==> src/rtl/slowctrl_pkg.sv <==
// Shared types and constants for the slow-FPGA command arbiter.
// The cmd_t layout pins page/addr widths to the default geometry below.
package slowctrl_pkg;

  localparam int DEF_PAGE_NUM       = 5;
  localparam int DEF_PAGE_AW        = 10;
  localparam int DEF_FIFO_AW        = 4;
  localparam int DEF_TTLIN_NUM      = 6;
  localparam int DEF_TTLOUT_NUM     = 10;
  localparam int DEF_ENC_NUM        = 4;
  localparam int DEF_REFRESH_CYCLES = 125000;
  localparam logic [DEF_PAGE_NUM+DEF_PAGE_AW-1:0] DEF_STATUS_ADDR = 15'h7FFF;

  // Status word: {pad, outenc, inenc, ttlout, ttlin}, LSB first.
  localparam int TTLIN_LSB  = 0;
  localparam int TTLOUT_LSB = TTLIN_LSB + DEF_TTLIN_NUM;
  localparam int INENC_LSB  = TTLOUT_LSB + DEF_TTLOUT_NUM;
  localparam int OUTENC_LSB = INENC_LSB + DEF_ENC_NUM;

  typedef struct packed {
    logic [DEF_PAGE_NUM-1:0] page;
    logic [DEF_PAGE_AW-1:0]  addr;
    logic [31:0]             data;
  } cmd_t;

  typedef enum logic [1:0] {
    ST_IDLE  = 2'd0,
    ST_ISSUE = 2'd1,
    ST_ARM   = 2'd2,
    ST_WAIT  = 2'd3
  } state_e;

endpackage

==> src/rtl/slowctrl_cmd_arbiter_if.sv <==
// Register-bus write port plus serialiser start/busy handshake.
interface slowctrl_cmd_arbiter_if #(
  parameter int MOD_COUNT = 32,
  parameter int PAGE_AW   = 10,
  parameter int TX_AW     = 15
);
  logic [MOD_COUNT-1:0] write_strobe;
  logic [PAGE_AW-1:0]   write_address;
  logic [31:0]          write_data;
  logic                 write_ack;
  logic                 tx_start;
  logic [TX_AW-1:0]     tx_address;
  logic [31:0]          tx_data;
  logic                 tx_busy;

  modport slave (
    input  write_strobe, write_address, write_data, tx_busy,
    output write_ack, tx_start, tx_address, tx_data
  );

  modport master (
    output write_strobe, write_address, write_data, tx_busy,
    input  write_ack, tx_start, tx_address, tx_data
  );
endinterface

==> src/rtl/slowctrl_cmd_fifo.sv <==
// Synchronous command FIFO, fall-through head, registered count.
// Caller never pushes when full nor pops when empty.
module slowctrl_cmd_fifo #(
  parameter int W  = 47,
  parameter int AW = 4
) (
  input  logic          clk_i,
  input  logic          reset_i,
  input  logic          push,
  input  logic [W-1:0]  push_data,
  input  logic          pop,
  output logic [W-1:0]  head,
  output logic [AW:0]   count,
  output logic          full,
  output logic          empty
);
  localparam int DEPTH = 2**AW;

  logic [W-1:0]  mem [DEPTH];
  logic [AW-1:0] wr_ptr, rd_ptr;

  always_ff @(posedge clk_i)
    if (push) mem[wr_ptr] <= push_data;

  always_ff @(posedge clk_i or posedge reset_i) begin
    if (reset_i) begin
      wr_ptr <= '0;
      rd_ptr <= '0;
      count  <= '0;
    end else begin
      if (push) wr_ptr <= wr_ptr + 1'b1;
      if (pop)  rd_ptr <= rd_ptr + 1'b1;
      case ({push, pop})
        2'b10:   count <= count + 1'b1;
        2'b01:   count <= count - 1'b1;
        default: ;
      endcase
    end
  end

  assign head  = mem[rd_ptr];
  assign full  = (count == (AW+1)'(DEPTH));
  assign empty = (count == '0);
endmodule

==> src/rtl/slowctrl_cmd_arbiter.sv <==
// Queues register writes and LED status frames for the slow-FPGA serialiser,
// alternating between the two sources, one frame per start/busy handshake.
module slowctrl_cmd_arbiter
  import slowctrl_pkg::*;
#(
  parameter int PAGE_NUM       = DEF_PAGE_NUM,
  parameter int PAGE_AW        = DEF_PAGE_AW,
  parameter int FIFO_AW        = DEF_FIFO_AW,
  parameter int TTLIN_NUM      = DEF_TTLIN_NUM,
  parameter int TTLOUT_NUM     = DEF_TTLOUT_NUM,
  parameter int ENC_NUM        = DEF_ENC_NUM,
  parameter logic [PAGE_NUM+PAGE_AW-1:0] STATUS_ADDR = DEF_STATUS_ADDR,
  parameter int REFRESH_CYCLES = DEF_REFRESH_CYCLES
) (
  input  logic                  clk_i,
  input  logic                  reset_i,
  slowctrl_cmd_arbiter_if.slave bus,
  input  logic                  overflow_clr_i,
  input  logic [TTLIN_NUM-1:0]  ttlin_i,
  input  logic [TTLOUT_NUM-1:0] ttlout_i,
  input  logic [ENC_NUM-1:0]    inenc_conn_i,
  input  logic [ENC_NUM-1:0]    outenc_conn_i,
  output logic [FIFO_AW:0]      fifo_count_o,
  output logic                  overflow_o
);
  localparam int MOD_COUNT = 2**PAGE_NUM;
  localparam int TX_AW     = PAGE_NUM + PAGE_AW;
  localparam int TMR_W     = $clog2(REFRESH_CYCLES + 1);

  // write capture
  logic                wr_valid;
  logic [PAGE_NUM-1:0] wr_page;
  logic                write_ack_q;

  always_comb begin
    wr_page = '0;
    for (int i = MOD_COUNT-1; i >= 0; i--)
      if (bus.write_strobe[i]) wr_page = PAGE_NUM'(i);
  end
  assign wr_valid = |bus.write_strobe;

  cmd_t push_cmd, head_cmd;
  logic fifo_full, fifo_empty, push_en, pop_en;

  assign push_cmd = '{page: wr_page, addr: bus.write_address, data: bus.write_data};
  assign push_en  = wr_valid && !fifo_full;

  slowctrl_cmd_fifo #(.W($bits(cmd_t)), .AW(FIFO_AW)) u_fifo (
    .clk_i     (clk_i),
    .reset_i   (reset_i),
    .push      (push_en),
    .push_data (push_cmd),
    .pop       (pop_en),
    .head      (head_cmd),
    .count     (fifo_count_o),
    .full      (fifo_full),
    .empty     (fifo_empty)
  );

  // Every presented write is acked so the bus never stalls; drops only flag overflow.
  always_ff @(posedge clk_i or posedge reset_i) begin
    if (reset_i) begin
      write_ack_q <= 1'b0;
      overflow_o  <= 1'b0;
    end else begin
      write_ack_q <= wr_valid;
      if (wr_valid && fifo_full) overflow_o <= 1'b1;
      else if (overflow_clr_i)   overflow_o <= 1'b0;
    end
  end
  assign bus.write_ack = write_ack_q;

  // status tracking
  logic [31:0]      status_word, last_sent;
  logic             status_pending, refresh_hit, issue_status;
  logic [TMR_W-1:0] refresh_cnt;

  always_comb begin
    status_word = '0;
    status_word[TTLIN_LSB  +: TTLIN_NUM]  = ttlin_i;
    status_word[TTLOUT_LSB +: TTLOUT_NUM] = ttlout_i;
    status_word[INENC_LSB  +: ENC_NUM]    = inenc_conn_i;
    status_word[OUTENC_LSB +: ENC_NUM]    = outenc_conn_i;
  end

  assign refresh_hit = (refresh_cnt == '0);

  always_ff @(posedge clk_i or posedge reset_i) begin
    if (reset_i)          refresh_cnt <= TMR_W'(REFRESH_CYCLES - 1);
    else if (refresh_hit) refresh_cnt <= TMR_W'(REFRESH_CYCLES - 1);
    else                  refresh_cnt <= refresh_cnt - 1'b1;
  end

  // Issue clears pending; a change in that same cycle shows up against the new last_sent.
  always_ff @(posedge clk_i or posedge reset_i) begin
    if (reset_i) begin
      status_pending <= 1'b1;
      last_sent      <= '0;
    end else if (issue_status) begin
      status_pending <= 1'b0;
      last_sent      <= status_word;
    end else if (status_word != last_sent || refresh_hit) begin
      status_pending <= 1'b1;
    end
  end

  // arbitration and frame sequencing
  state_e             state, state_nxt;
  logic               last_was_write, pick_status, pick_write, have_work;
  logic               load, tx_start;
  logic [TX_AW-1:0]   tx_address_q;
  logic [31:0]        tx_data_q;

  assign pick_status  = status_pending && (fifo_empty || last_was_write);
  assign pick_write   = !fifo_empty && !pick_status;
  assign have_work    = pick_status || pick_write;
  assign pop_en       = load && pick_write;
  assign issue_status = load && pick_status;

  always_ff @(posedge clk_i or posedge reset_i) begin
    if (reset_i) state <= ST_IDLE;
    else         state <= state_nxt;
  end

  // ARM exists because the serialiser raises busy only the cycle after start.
  always_comb begin
    state_nxt = state;
    case (state)
      ST_IDLE:  if (have_work)   state_nxt = ST_ISSUE;
      ST_ISSUE:                  state_nxt = ST_ARM;
      ST_ARM:                    state_nxt = ST_WAIT;
      ST_WAIT:  if (!bus.tx_busy) state_nxt = ST_IDLE;
      default:                   state_nxt = ST_IDLE;
    endcase
  end

  always_comb begin
    tx_start = 1'b0;
    load     = 1'b0;
    case (state)
      ST_IDLE:  load     = have_work;
      ST_ISSUE: tx_start = 1'b1;
      default:  ;
    endcase
  end

  always_ff @(posedge clk_i or posedge reset_i) begin
    if (reset_i) begin
      tx_address_q   <= '0;
      tx_data_q      <= '0;
      last_was_write <= 1'b0;
    end else if (load) begin
      last_was_write <= pick_write;
      if (pick_write) begin
        tx_address_q <= {head_cmd.page, head_cmd.addr};
        tx_data_q    <= head_cmd.data;
      end else begin
        tx_address_q <= STATUS_ADDR;
        tx_data_q    <= status_word;
      end
    end
  end

  assign bus.tx_start   = tx_start;
  assign bus.tx_address = tx_address_q;
  assign bus.tx_data    = tx_data_q;
endmodule

==> src/flat_wrapper.sv <==
// flat-port wrapper written by rule: the top's interface ports become plain ports
module slowctrl_cmd_arbiter_flat import slowctrl_pkg::*;
#(
  parameter int PAGE_NUM       = DEF_PAGE_NUM,
  parameter int PAGE_AW        = DEF_PAGE_AW,
  parameter int FIFO_AW        = DEF_FIFO_AW,
  parameter int TTLIN_NUM      = DEF_TTLIN_NUM,
  parameter int TTLOUT_NUM     = DEF_TTLOUT_NUM,
  parameter int ENC_NUM        = DEF_ENC_NUM,
  parameter logic [PAGE_NUM+PAGE_AW-1:0] STATUS_ADDR = DEF_STATUS_ADDR,
  parameter int REFRESH_CYCLES = DEF_REFRESH_CYCLES
)
  (clk_i, reset_i, overflow_clr_i, ttlin_i, ttlout_i, inenc_conn_i, outenc_conn_i, fifo_count_o, overflow_o, bus_write_strobe, bus_write_address, bus_write_data, bus_tx_busy, bus_write_ack, bus_tx_start, bus_tx_address, bus_tx_data);
  slowctrl_cmd_arbiter_if #(.MOD_COUNT(32), .PAGE_AW(PAGE_AW), .TX_AW(15)) bus_i ();
  input  logic clk_i;
  input  logic reset_i;
  input  logic overflow_clr_i;
  input  logic [TTLIN_NUM-1:0] ttlin_i;
  input  logic [TTLOUT_NUM-1:0] ttlout_i;
  input  logic [ENC_NUM-1:0] inenc_conn_i;
  input  logic [ENC_NUM-1:0] outenc_conn_i;
  output logic [FIFO_AW:0] fifo_count_o;
  output logic overflow_o;
  input wire logic [$bits(bus_i.write_strobe)-1:0] bus_write_strobe;
  input wire logic [$bits(bus_i.write_address)-1:0] bus_write_address;
  input wire logic [$bits(bus_i.write_data)-1:0] bus_write_data;
  input wire logic [$bits(bus_i.tx_busy)-1:0] bus_tx_busy;
  output wire logic [$bits(bus_i.write_ack)-1:0] bus_write_ack;
  output wire logic [$bits(bus_i.tx_start)-1:0] bus_tx_start;
  output wire logic [$bits(bus_i.tx_address)-1:0] bus_tx_address;
  output wire logic [$bits(bus_i.tx_data)-1:0] bus_tx_data;
  assign bus_i.write_strobe = bus_write_strobe;
  assign bus_i.write_address = bus_write_address;
  assign bus_i.write_data = bus_write_data;
  assign bus_i.tx_busy = bus_tx_busy;
  assign bus_write_ack = bus_i.write_ack;
  assign bus_tx_start = bus_i.tx_start;
  assign bus_tx_address = bus_i.tx_address;
  assign bus_tx_data = bus_i.tx_data;
  slowctrl_cmd_arbiter #(.PAGE_NUM(PAGE_NUM), .PAGE_AW(PAGE_AW), .FIFO_AW(FIFO_AW), .TTLIN_NUM(TTLIN_NUM), .TTLOUT_NUM(TTLOUT_NUM), .ENC_NUM(ENC_NUM), .STATUS_ADDR(STATUS_ADDR), .REFRESH_CYCLES(REFRESH_CYCLES)) u_core (.clk_i(clk_i), .reset_i(reset_i), .bus(bus_i), .overflow_clr_i(overflow_clr_i), .ttlin_i(ttlin_i), .ttlout_i(ttlout_i), .inenc_conn_i(inenc_conn_i), .outenc_conn_i(outenc_conn_i), .fifo_count_o(fifo_count_o), .overflow_o(overflow_o));
endmodule
==> config.mk <==
export PLATFORM = sky130hd
export DESIGN_NAME = slowctrl_cmd_arbiter_flat
export DESIGN_NICKNAME = d
export VERILOG_FILES = /design/src/rtl/slowctrl_pkg.sv /design/src/rtl/slowctrl_cmd_arbiter_if.sv /design/src/rtl/slowctrl_cmd_fifo.sv /design/src/rtl/slowctrl_cmd_arbiter.sv /design/src/flat_wrapper.sv
export SDC_FILE = /design/constraint.sdc
export NUM_CORES = 1
export LEC_CHECK = 0
export BUFFER_PORTS_ARGS = -buffer_cell sky130_fd_sc_hd__buf_4
export CAP_MARGIN = 20
export CORE_UTILIZATION = 55
export DETAILED_ROUTE_END_ITERATION = 12
export PLACE_DENSITY = 0.8
export SETUP_SLACK_MARGIN = 0.2
export SKIP_LAST_GASP = 1
export SLEW_MARGIN = 0
export SYNTH_ARGS = -nofsm -noshare
export SYNTH_HDL_FRONTEND = slang
export SYNTH_SLANG_ARGS = --single-unit
==> constraint.sdc <==
create_clock -name clk_i -period 8.5 [get_ports clk_i]
set_input_delay 0.425 -clock clk_i [delete_from_list [all_inputs] [get_ports clk_i]]
set_output_delay 0.425 -clock clk_i [all_outputs]
set_load 0.01 [all_outputs]
Yosys cells after proc, flatten, opt, wreduce, memory -nomap -nowiden. Memory sizes are Yosys's and may differ from the RTL's. Cells that the tools add are included.

Bits in registers: 107. Memory bits (writable): 752. Input bits: 102. Output and inout bits: 55. Word-level logic and storage cells: 94. Memories kept: 1.

Memory list: u_core.u_fifo.mem (words 16, bits a word 47, rd ports 1, clocked after Yosys merged registers in 0, write ports 1, line slowctrl_cmd_fifo.sv:19) `logic [W-1:0] mem [DEPTH];`.

Add/sub/neg operators: 5. Equal/unequal tests: 9. Mux-type cells: 47. Reduce and logical (&&, ||, !) cells: 20.

Operators with widths (count): 5-bit 2-to-1 mux (32); 32-bit 2-to-1 mux (1); 32-bit OR reduction (1); 24-bit inequality test (1); 17-bit zero test (1); 17-bit 2-to-1 mux (1); 17-bit by 1-bit subtractor with 17-bit output (second input constant) (1); 15-bit 2-to-1 mux (1); 5-bit case mux with 2 select lines (1); 4-bit by 1-bit adder with 4-bit output (second input constant) (2); 1-bit 2-to-1 mux (8); 2-bit case mux with 4 select lines (1); 2-bit == test (second input constant) (3); 1-bit logical AND (6); 2-bit nonzero test (3); 5-bit by 1-bit adder with 5-bit output (second input constant) (1); 5-bit == test (second input constant) (1); 5-bit zero test (1); 5-bit by 1-bit subtractor with 5-bit output (second input constant) (1); 2-bit by 1-bit == test with 1-bit output (second input constant) (2); 2-bit 2-to-1 mux (2); 1-bit zero test (3); 1-bit logical OR (3); 2-bit zero test (1); 3 further kinds (3).

Longest topological paths before layout.
Word-level depth: 32. Mapped depth: 14. Gate-level depth less buffers: 12.

By module. A second synthesis with hierarchy kept.

Cells, all modules: 1656. Area, all modules: 33505.9 µm².

By module, submodules not included: slowctrl_cmd_fifo (instances 1, cells each 1242, area each 28955.3 µm², sequential area each 22907.0 µm²); slowctrl_cmd_arbiter (instances 1, cells each 414, area each 4550.6 µm², sequential area each 2364.8 µm²).

Worst setup path before layout. Ideal clock, no wire load.

Path type: input port to flip-flop. From: input bus_write_strobe[20]. To: memory u_core.u_fifo.mem[1][0], enable pin. Setup time: 0.585 ns. Arrival: 5.831 ns. Data required time: 7.915 ns. Path slack: 2.084 ns. Stages: 5. Buffers on the path: 0. Cells stage by stage: or4_1 -> nor4_2 -> a21boi_1 -> inv_1 -> nor4b_1.

Longest elaborated chain between the ends: 4.

RTL lines: start: declaration (line flat_wrapper.sv:24) `input wire logic [$bits(bus_i.write_strobe)-1:0] bus_write_strobe;`; 32-bit OR reduction (line slowctrl_cmd_arbiter.sv:40) `assign wr_valid = |bus.write_strobe;`; 1-bit logical AND (line slowctrl_cmd_arbiter.sv:46) `assign push_en = wr_valid && !fifo_full;`; 1-bit 2-to-1 mux (line slowctrl_cmd_fifo.sv:23) `if (push) mem[wr_ptr] <= push_data;`; 1-bit 2-to-1 mux (not written as such) (line slowctrl_cmd_fifo.sv:23); end: declaration (line slowctrl_cmd_fifo.sv:19).

No other way between the ends.

Worst setup path in the final report.
From: register u_core.state[1]. To: register u_core.u_fifo.count[4].

Longest elaborated chain between the ends: 5. Elaborated cells on any way between the ends: 7. Those cells by class: eq/ne: 2; mux: 2; reduce/logical: 3.

RTL lines: start: declaration (line slowctrl_cmd_arbiter.sv:108) `state_e state, state_nxt;`; start signal: assignment (line slowctrl_cmd_arbiter.sv:122) `else state <= state_nxt;`; 2-bit zero test (*) (line slowctrl_cmd_arbiter.sv:140) `case (state)`; 1-bit 2-to-1 mux (*) (line slowctrl_cmd_arbiter.sv:140); 1-bit logical AND (*) (line slowctrl_cmd_arbiter.sv:117) `assign pop_en = load && pick_write;`; 2-bit by 1-bit == test with 1-bit output or 2-bit == test (tied branches) (line slowctrl_cmd_fifo.sv:33) `case ({push, pop})`; 5-bit case mux with 2 select lines or 2-bit nonzero test (tied branches); end signal: assignment (line slowctrl_cmd_fifo.sv:34) `2'b10: count <= count + 1'b1;`; end signal: assignment (line slowctrl_cmd_fifo.sv:35) `2'b01: count <= count - 1'b1;`; end: declaration (line slowctrl_cmd_fifo.sv:13) `output logic [AW:0] count,`.

Every way passes the cells marked *; elsewhere a longest branch is shown, timed or not. A chain may end at the register's enable or synchronous reset.

==> key figures <==
Min path
  • Hold Path Stages: 2
  • Worst min-delay path category: in2reg

Detailed routing
  • Vias: 17200
  • WL per Instance: 29.1 microns
  • Antenna-violating nets left: 0
  • Router iterations before antenna repair: 5
  • Iteration-0 DRC Markers: 1782
  • Vias per cell: 6.43
  • Post-Route WL: 77900 microns
  • DR DRC count: 0

Yosys
  • Sequential fraction of the synthesis area: 0.745
  • Synth Instances: 1625
  • Synth top area share: 0.666
  • Yosys reg bits: 859
  • Syn Nets: 1743
  • Syn. warnings: 0
  • Distinct cells, synth: 58
  • Post-Syn Area: 33900 sq um
  • Area contributors post-synth: edfxtp_1 67%, mux4_2 13%, dfrtp_1 7.2%, mux2i_1 1.7%, mux2_2 0.83%
  • Area leader, netlist: edfxtp_1
  • Top FF cell, synth: edfxtp_1
  • Mean post-synth cell area: 20.9 sq um
  • Number of flops mapped to enable cells by yosys: 752
  • Async SR Flop Fraction: 0.125

Finish
  • Area growth from synthesis to layout: 15.0%
  • Post-Route Utilization: 0.643
  • Commonest non-fill, non-tap cell in the layout: edfxtp_1
  • Antenna cell count: 0
  • Total Nets Final: 1940
  • Most frequent cells in the layout: 752 x edfxtp_1, 203 x mux4_2, 187 x buf_4, 93 x dfrtp_1, 90 x clkbuf_16
  • Share of cells above drive strength 1: 0.319
  • # fillers: 3792

Timing
  • Crit share post-route: 0.550
  • Worst-margin pin slew: 1.09 ns
  • FMAX: 214 MHz
  • Final min period: 4.67 ns
  • Slew margin rel.: 0.269
  • Number of max-slew violations in the final report: 0
  • Unrepaired setup endpoints after global routing: false
  • Hold Fails Final Rpt: 0
  • Final setup violation count: 0
  • Worst Clk Skew: 0.0306 ns
  • Final TNS setup: 0 ns

Floorplan
  • Die Y: 250 microns
  • Initial Utilization: 0.559
  • Row count: 90
  • # IOs: 157
  • Die span in x: 250 microns
  • Die area: 62700 sq um
  • CORE AREA: 60700 sq um

Setup path
  • R2r worst-path depth: 12
  • Kind of critical path: reg2reg
  • Critical Path RT: 9.05 ns
  • Crit end category: register
  • Data arrival, critical path: 5.23 ns
  • Crit path max fanout: 29
  • Startpoint types: register

Outcome
  • Status: finished clean

Power and ir drop
  • Power Dens Cells: 358 nW/um^2
  • Overall power: 14.0 mW
  • VDD IR-drop max: 0.000225 V
  • LEAKAGE: 13.3 nW

CTS
  • Post-CTS sizing: 0
  • Clock sinks: 859
  • Clk slew on worst S/H paths: 0.06 ns
  • TritonCTS clock tree: done
  • # H-tree levels: 3
  • TritonCTS buffer count: 85
  • Clk Tree Root Cell: clkbuf_16
  • Clock buffer depth: 3
  • Worst skew pair latency: 0.64 ns

Global route
  • Initial antenna violation count: 3
  • First-pass GRT wire length: 116000 microns
  • Aggregate global-route resource usage: 0.254
  • Maximum number of pins on one net before global-route repair: 143
  • Total gr overflow: 0
  • Vias in the first global route: 18300

Place
  • Port Buffers: 156
  • Dpl hpwl: 41500 microns
  • Global placement routability congestion: 0.829

Job
  • Max_cap viols: 0
[critical path: stages, from the launching register on]
cell	delay [ns]
dfrtp_1	0.44
inv_1	0.16
ha_1	0.83
nand2_1	0.80
inv_1	0.75
ha_1	0.35
inv_1	0.11
fa_1	0.41
nor2b_1	0.12
o21ai_0	0.10
and3_1	0.19
nor3_1	0.17
xor2_1	0.16
[worst paths after layout]
kind | start | endpoint | slack, ns
setup / recovery | u_core.state[1]$_DFFE_PP0P_ | u_core.u_fifo.count[4]$_DFFE_PP0P_ | 3.83
hold / removal | inenc_conn_i[0] | u_core.last_sent[16]$_DFFE_PP0P_ | 0.07
setup reg to reg | u_core.state[1]$_DFFE_PP0P_ | u_core.u_fifo.count[4]$_DFFE_PP0P_ | 3.83
hold reg to reg | u_core.refresh_cnt[0]$_DFF_PP1_ | u_core.refresh_cnt[0]$_DFF_PP1_ | 0.47
max in group asynchronous | reset_i | u_core.u_fifo.rd_ptr[0]$_DFFE_PP0P_ | 6.51
min in group asynchronous | reset_i | u_core.last_sent[23]$_DFFE_PP0P_ | 0.40
[final cells by class]
class,count,area (sq um),share of cell area
tap,782,978,0.0251
inverter,20,77.6,0.00199
clock buffer,112,2400,0.0616
clock inverter,45,576,0.0147
multi-input combinational,661,8200,0.210
timing repair buffer,195,1510,0.0387
sequential,859,25300,0.648
[Yosys cell counts, types with 16 or more instances]
cell and instances:
inv_1 20, a21o_1 25, a21oi_1 16, nor3_1 21, edfxtp_1 752, dfrtp_1 97
nor2_1 28, buf_2 39, xnor2_1 28, xor2_1 18, a221oi_1 16, mux2i_1 56
and2_1 28, clkbuf_1 28, mux4_2 203, o21ai_0 34, mux2_2 25, nand2_1 23
[flip-flops by register name (all words and copies together) (netlist names)]
signal	count
u_core.bus.tx_address	15
u_core.bus.tx_data	32
u_core.bus.write_ack	1
u_core.last_sent	24
u_core.last_was_write	1
u_core.overflow_o	1
u_core.refresh_cnt	17
u_core.state	2
u_core.status_pending	1
u_core.u_fifo.count	5
u_core.u_fifo.mem	752
u_core.u_fifo.rd_ptr	4
u_core.u_fifo.wr_ptr	4
[per-stage QoR]
step	hold WS [ns]	setup slack (ns)	instances	instance area, sq um
final	0.0718	3.83	2674	39000
after global routing	0.0507	3.47	2674	39000
after CTS	0.0419	3.80	2673	39000
after detailed placement	0.462	4.04	2514	36000
after global placement	0.446	4.22	2510	36000
after floorplan	0.436	2.08	1625	33900
[metal layers]
metal | vias to the layer above | part of all wire | global-route usage
met5 | - | 0.00030 | 0
met4 | 4 | 0.036 | 0.0964
met3 | 183 | 0.077 | 0.0508
met2 | 913 | 0.51 | 0.427
met1 | 8996 | 0.37 | 0.331
li1 | 7107 | - | -
[timing repair]
item / 4_1_cts / 5_1_grt
buffers inserted: 0 / 0
setup endpoints to repair: 0 / 0
endpoints found under the hold margin: 38 / 0
hold buffers: 2 / 0
[where the power goes]
part	internal, mW	switching, mW	total, mW
Clock	2.39	1.56	3.95
Combinational	1.81	2.14	3.95
Sequential	5.54	0.524	6.06
[logic make-up (layout without fill, tap and decap cells)]
family,count (synthesis),count (layout),share of synthesized area
compound gates,153,153,0.0342
xor+xnor,46,46,0.0119
fa+ha+maj,16,16,0.00612
buf+inv,105,372,0.0152
flops,859,859,0.745
mux,284,284,0.160
simple gates,162,162,0.0281
Note: power is estimated with default switching activity, not from simulation.
